**config.mk**
```make
export PLATFORM = sky130hd
export DESIGN_NAME = pipe_ctrl
export DESIGN_NICKNAME = d
export VERILOG_FILES = /design/src/rtl/pipe_ctrl.sv
export SDC_FILE = /design/constraint.sdc
export NUM_CORES = 1
export LEC_CHECK = 0
export BUFFER_PORTS_ARGS = -buffer_cell sky130_fd_sc_hd__buf_2
export CORE_MARGIN = 4
export CORE_UTILIZATION = 40
export CTS_BUF_LIST = sky130_fd_sc_hd__clkbuf_2 sky130_fd_sc_hd__clkbuf_4 sky130_fd_sc_hd__clkbuf_8
export DETAILED_ROUTE_END_ITERATION = 10
export PLACE_DENSITY = 0.77
export SLEW_MARGIN = 5
export SYNTH_ARGS = -nofsm -noshare
export SYNTH_HDL_FRONTEND = slang
export SYNTH_SLANG_ARGS = --single-unit
```
**constraint.sdc**
```tcl
create_clock -name clk -period 3.5 [get_ports clk]
set_input_delay 0.7 -clock clk [delete_from_list [all_inputs] [get_ports clk]]
set_output_delay 0.7 -clock clk [all_outputs]
set_load 0.03 [all_outputs]
```
**src/rtl/pipe_ctrl.sv**
```systemverilog
// Pipeline control for the decode/execute latch and the fetch stage: advance, stall or squash every cycle.
// Define PIPE_CTRL_PERF_EN to build the saturating stall/flush performance counters.
module pipe_ctrl #(
  parameter int MEM_TIMEOUT = 255
) (
  input  logic        clk,
  input  logic        reset,
  input  logic        dec_valid,
  input  logic [5:0]  dec_selA,
  input  logic [4:0]  dec_selB,
  input  logic [5:0]  ex_selOut,
  input  logic        ex_lam_new,
  input  logic        ex_new_jmp,
  input  logic [2:0]  ex_jmp_type,
  input  logic        flag_z,
  input  logic        flag_n,
  input  logic        flag_c,
  input  logic        mem_ack,
  output logic        fetch_en,
  output logic        dec_en,
  output logic        dec_flush,
  output logic        pc_load,
  output logic        mem_err,
  output logic [15:0] stall_cnt,
  output logic [15:0] flush_cnt
);

  localparam logic [7:0] TIMEOUT_VAL = 8'(MEM_TIMEOUT);

  typedef enum logic [1:0] {RUN, MEM_WAIT, FLUSH} state_t;

  state_t     state;
  logic [7:0] to_cnt;
  logic       mem_done;

  logic cond;
  logic taken;
  logic hazard;
  logic mem_pending;
  logic timeout_hit;

  always_comb begin
    cond = 1'b0;
    case (ex_jmp_type)
      3'd0: cond = 1'b0;
      3'd1: cond = 1'b1;
      3'd2: cond = flag_z;
      3'd3: cond = ~flag_z;
      3'd4: cond = flag_n;
      3'd5: cond = ~flag_n;
      3'd6: cond = flag_c;
      3'd7: cond = ~flag_c;
      default: cond = 1'b0;
    endcase
  end

  // mem_done masks a load already finished in MEM_WAIT while its fields sit unchanged in the latch
  assign taken       = ex_new_jmp & cond;
  assign mem_pending = ex_lam_new & ~mem_ack & ~mem_done;
  assign timeout_hit = (to_cnt == TIMEOUT_VAL);
  assign hazard      = dec_valid & ex_lam_new & (ex_selOut != 6'd0) &
                       ((ex_selOut == dec_selA) |
                        (~ex_selOut[5] & (ex_selOut[4:0] == dec_selB)));

  // Outputs are forced low while reset is held so the effect is immediate
  always_comb begin
    fetch_en  = 1'b0;
    dec_en    = 1'b0;
    dec_flush = 1'b0;
    pc_load   = 1'b0;
    mem_err   = 1'b0;
    if (!reset) begin
      case (state)
        RUN: begin
          if (taken) begin
            pc_load   = 1'b1;
            fetch_en  = 1'b1;
            dec_en    = 1'b1;
            dec_flush = 1'b1;
          end else if (mem_pending) begin
            fetch_en = 1'b0;
          end else if (hazard) begin
            dec_en    = 1'b1;
            dec_flush = 1'b1;
          end else begin
            fetch_en = 1'b1;
            dec_en   = 1'b1;
          end
        end
        MEM_WAIT: mem_err = ~mem_ack & timeout_hit;
        FLUSH: begin
          fetch_en  = 1'b1;
          dec_en    = 1'b1;
          dec_flush = 1'b1;
        end
        default: ;
      endcase
    end
  end

  always_ff @(posedge clk or posedge reset) begin
    if (reset) begin
      state    <= RUN;
      to_cnt   <= 8'd0;
      mem_done <= 1'b0;
    end else begin
      if (dec_en) mem_done <= 1'b0;
      case (state)
        RUN: begin
          if (taken) begin
            state <= FLUSH;
          end else if (mem_pending) begin
            state  <= MEM_WAIT;
            to_cnt <= 8'd1;
          end
        end
        MEM_WAIT: begin
          if (mem_ack || timeout_hit) begin
            state    <= RUN;
            mem_done <= 1'b1;
          end else begin
            to_cnt <= to_cnt + 8'd1;
          end
        end
        FLUSH: state <= RUN;
        default: state <= RUN;
      endcase
    end
  end

`ifdef PIPE_CTRL_PERF_EN
  logic [15:0] stall_q;
  logic [15:0] flush_q;
  logic        stall_evt;

  // A load-use bubble is the only cycle with the latch advancing a NOP while fetch is held
  assign stall_evt = ~dec_en | (dec_flush & ~fetch_en);

  always_ff @(posedge clk or posedge reset) begin
    if (reset) begin
      stall_q <= 16'd0;
      flush_q <= 16'd0;
    end else begin
      if (stall_evt && stall_q != 16'hFFFF) stall_q <= stall_q + 16'd1;
      if (pc_load && flush_q != 16'hFFFF) flush_q <= flush_q + 16'd1;
    end
  end

  assign stall_cnt = stall_q;
  assign flush_cnt = flush_q;
`else
  assign stall_cnt = 16'd0;
  assign flush_cnt = 16'd0;
`endif

endmodule

```
Yosys cells after proc, flatten, opt, wreduce, memory -nomap -nowiden. Index checks and enable logic that the tools add are counted.

Register bits after elaboration: 11. Bits of input ports: 29. Output and inout port bits: 37.

Add/sub/neg operators: 1. Bitwise logic cells: 15. Reduce and logical (&&, ||, !) cells: 7. Mux-type cells: 31. Equal/unequal tests: 17.

Operators by type and width (number): 8-bit 2-to-1 mux (3); 1-bit 2-to-1 mux (19); 8-bit one-hot mux with 2 select lines (1); 3-bit equality test, second input constant (4); 8-bit by 1-bit adder with 8-bit output, second input constant (1); 1-bit AND (8); 8-bit equality test, second input constant (1); 2-bit inequality test, second input constant (4); 1-bit one-hot mux with 8 select lines (1); 3-bit by 2-bit equality test with 1-bit output, second input constant (2); 6-bit equality test (1); 2-bit 2-to-1 mux (3); 1-bit inverter (6); 1-bit one-hot mux with 2 select lines (3); 6-bit nonzero test (1); 5-bit equality test (1); 2-bit one-hot mux with 2 select lines (1); 4-bit AND reduction (1); 3-bit by 1-bit equality test with 1-bit output, second input constant (1); 3-bit logical NOT (1); 3-bit inequality test, second input constant (1); 2-bit by 1-bit equality test with 1-bit output, second input constant (1); 2-bit equality test, second input constant (1); 2-bit logical NOT (1); other kinds (4) (4).

Longest topological paths before layout.
Depth in word-level cells: 10. Mapped depth: 6. Gate-level depth less buffers: 5.

Worst setup path after synthesis. Ideal clock, no wire load.

Path kind: input to output. Start point: input ex_selOut[0]. End point: output fetch_en. Stages: 4. Arrival time: 2.132 ns. Path slack: 0.668 ns. Path buffers: 0. Cells stage by stage: or4_1 o311ai_0 o21ai_0 a21oi_1.

Longest elaborated chain between the ends: 9.

Ends and longest elaborated chain: start, declared (RTL line 11) `input logic [5:0] ex_selOut,`; 5-bit equality test (RTL line 63) `(~ex_selOut[5] & (ex_selOut[4:0] == dec_selB)));`; 1-bit AND (RTL line 63); 1-bit bitwise OR (RTL line 62) `((ex_selOut == dec_selA) |`; 1-bit AND * (RTL line 61) `assign hazard = dec_valid & ex_lam_new & (ex_selOut != 6'd0) &`; 1-bit 2-to-1 mux * (RTL line 82) `end else if (hazard) begin`; 1-bit 2-to-1 mux * (RTL line 80) `end else if (mem_pending) begin`; 1-bit 2-to-1 mux * (RTL line 75) `if (taken) begin`; 1-bit one-hot mux with 2 select lines * (RTL line 73) `case (state)`; 1-bit 2-to-1 mux * (RTL line 72) `if (!reset) begin`; end, declared (RTL line 19) `output logic fetch_en,`.

Every way passes the cells marked *; elsewhere a longest branch is shown, timed or not.

Final worst setup path. Same ends and word-level chain as after synthesis.

==> results.json <==
{
  "status": "finished, final reports clean",
  "synth-seq-cells": 11,
  "worstSetupPathType": "input pin to primary output",
  "grt.overflow.total": 0,
  "grt_antenna_before_repair": 0,
  "die_h_um": 60.9,
  "fin_nets": 195,
  "dp_hpwl_mm": 1.98,
  "path_clk_slew_ps": 80,
  "grt_setup_unrepaired": "no",
  "hold_buffers": 0,
  "yosys_most_used_dff": "dfrtp_1",
  "start_kind": "input pin",
  "drive_gt1_frac": 0.274,
  "finalPower_uw": 491,
  "cp_common_cell": "buf_2",
  "cts_buffers": 3,
  "synth_top_family_by_area": "buffers and inverters",
  "crit_slowest_cell": "or4_1",
  "synth_edf_count": 0,
  "htree_num_levels": 1,
  "grt_pass1_wl_mm": 3.71,
  "post_cts_buffers": 0,
  "finalCritPeriodShare": 0.864,
  "antenna_left": 0,
  "fp.coreArea_mm2": 0.00257,
  "cap_violations": 0,
  "finalWirelength_mm": 2.43,
  "ir_drop_mv": 0.228,
  "via_per_inst": 5.13,
  "ff2ff_setup_slack_ps": 1500,
  "initial_core_util": 0.436,
  "multiInputGateArea_um2": 703,
  "first_pass_iters": 4,
  "synth.distinct_cells": 44,
  "fmax_ghz": 0.331,
  "synth_compound_area_frac": 0.171,
  "seq_area_um2": 275,
  "postPlaceCellArea_mm2": 0.00120,
  "r2r_start": "state[1]$_DFFE_PP0P_",
  "drv_slew": 0,
  "synth_warnings": 0,
  "crit_family": "compound AO/OA/AOI/OAI gates",
  "syn_avg_cell_area_um2": 8.74,
  "syn_area_mm2": 0.00112,
  "insertedDiodeCount": 0,
  "cts_buffer_depth": 2,
  "grt_max_degree": 15,
  "clock_sinks": 11,
  "grt_pass1_vias": 893,
  "vias": 995,
  "async_flop_share": 1.00,
  "powerDensity_mw_per_mm2": 399,
  "hold_path.class": "input pin to async pin",
  "synth_top_cell_by_area": "dfrtp_1",
  "wl_per_cell_um": 12.5,
  "port_buffers": 33,
  "netlist_instances": 128,
  "yosys-top-cells-area": "dfrtp_1, buf_4, xnor2_1, a21oi_1, or4_1",
  "synthMuxAreaShare": 0.0280,
  "timing.hold.ws_ps": 451,
  "grt_usage": 0.131,
  "design.die.area_mm2": 0.00371,
  "pre_cts_slack_ps": 493,
  "yosys.area_share.simple": 0.225,
  "clk_latency_ps": 270,
  "ys_seq_area_frac": 0.246,
  "setup_tns_ps": 0,
  "r2r-end": "to_cnt[4]$_DFFE_PP0P_",
  "worst_slack_ps": 476,
  "fin_crit_ps": 3020,
  "worst_setup_path_end_kind": "primary output",
  "syn2layout_area_growth_pct": 9.96,
  "cts_tree": "built",
  "crit_chain": "buf_2, or4_1, o311ai_0, o21ai_0, a21oi_1, buf_2",
  "synth_xor_area_frac": 0.0861,
  "setup_viol": 0,
  "drc": 0,
  "max_stage_delay_ps": 530,
  "p_leak_nw": 0.603,
  "gp_congestion": 0.843,
  "finClkSkew_ps": 2.77,
  "crit_arrival_ps": 2320,
  "clockRootBuffer": "clkbuf_4",
  "critical_path_required_ps": 2800,
  "yosys.area_share.adder": 0.0112,
  "cts_resized": 0,
  "fillCellCount": 247,
  "drt_iter0_markers": 34,
  "r2r.worst_path.cells": 5,
  "synthMostInstantiatedCell": "buf_4",
  "rows": 18,
  "ios": 66,
  "synth_commonest_cells": "buf_4, dfrtp_1, xnor2_1, a21oi_1, nand2_1",
  "finalHoldViolCount": 0,
  "path_buf_inv": 2,
  "die_w_um": 60.9,
  "netlist.area_leader.share": 0.246,
  "critPathMaxFanout": 3,
  "final_area_mm2": 0.00123
}
[area by class of cell]
class / count / area share
repair buffers: 34 / 0.140
well taps: 30 / 0.0305
clock buffers: 4 / 0.0244
inverters: 3 / 0.00916
multi-input cells: 112 / 0.572
flip-flops and latches: 11 / 0.224
[power by group]
group          switching [mW]  total [mW]  internal (mW)  leakage, nW
registers              0.0384       0.193          0.154        0.146
logic                   0.131       0.200         0.0685        0.439
clock network          0.0459      0.0978         0.0518       0.0184
[per-stage QoR]
| step | util | std cells |
|---|---|---|
| 3_5_place_dp | 0.467 | 190 |
| 3_3_place_gp | 0.467 | 190 |
| 6_report | 0.479 | 194 |
| 4_1_cts | 0.479 | 194 |
| 5_1_grt | 0.479 | 194 |
| 2_1_floorplan | - | 159 |
[worst reg2reg max path: stages (launching register included)]
cell and delay [ps]:
dfrtp_1 440, or3b_4 430, a41oi_4 270, nor2_4 100
or4_1 490, a21oi_1 190
[cell usage in the layout, fill, tap and decap left out, types with 2 or more instances in the layout]
cell,count
dfrtp_1,11
and2_1,2
mux2i_1,2
nand4_1,5
clkbuf_4,4
and3_1,2
o31ai_1,3
nand3_1,3
inv_1,3
buf_2,33
or3_1,2
conb_1,32
xnor2_1,10
a21oi_1,8
nand2_1,6
or4_1,5
o21ai_0,5
[how the worst max path moves through the flow]
stage	startpoint	endpoint	slack (ps)	cells after the start
2_1_floorplan	ex_selOut[0]	fetch_en	670	4
3_3_place_gp	ex_selOut[0]	fetch_en	680	6
3_5_place_dp	ex_selOut[0]	fetch_en	490	6
4_1_cts	ex_selOut[0]	fetch_en	490	6
5_1_grt	ex_selOut[0]	fetch_en	320	6
6_report	ex_selOut[0]	fetch_en	480	6
[sequential cells by signal (all words and copies together) (netlist names)]
name      cells
state         2
mem_done      1
to_cnt        8
[metal layers]
metal  part of all wire  track usage  vias to the layer above
met1               0.37        0.165                      454
met2               0.52        0.215                       60
met3              0.091       0.0149                        6
met5                  0            0                        -
met4              0.020       0.0743                        0
li1                   -            -                      475
[cell families after synthesis]
logic type	Yosys count
adder cells (fa/ha/maj)	1
buffers and inverters	36
AO/OA/AOI/OAI	26
other	1
AND/OR/NAND/NOR	39
multiplexers	3
XOR/XNOR	11
flip-flops	11
Power figures use the tool's default switching activity.
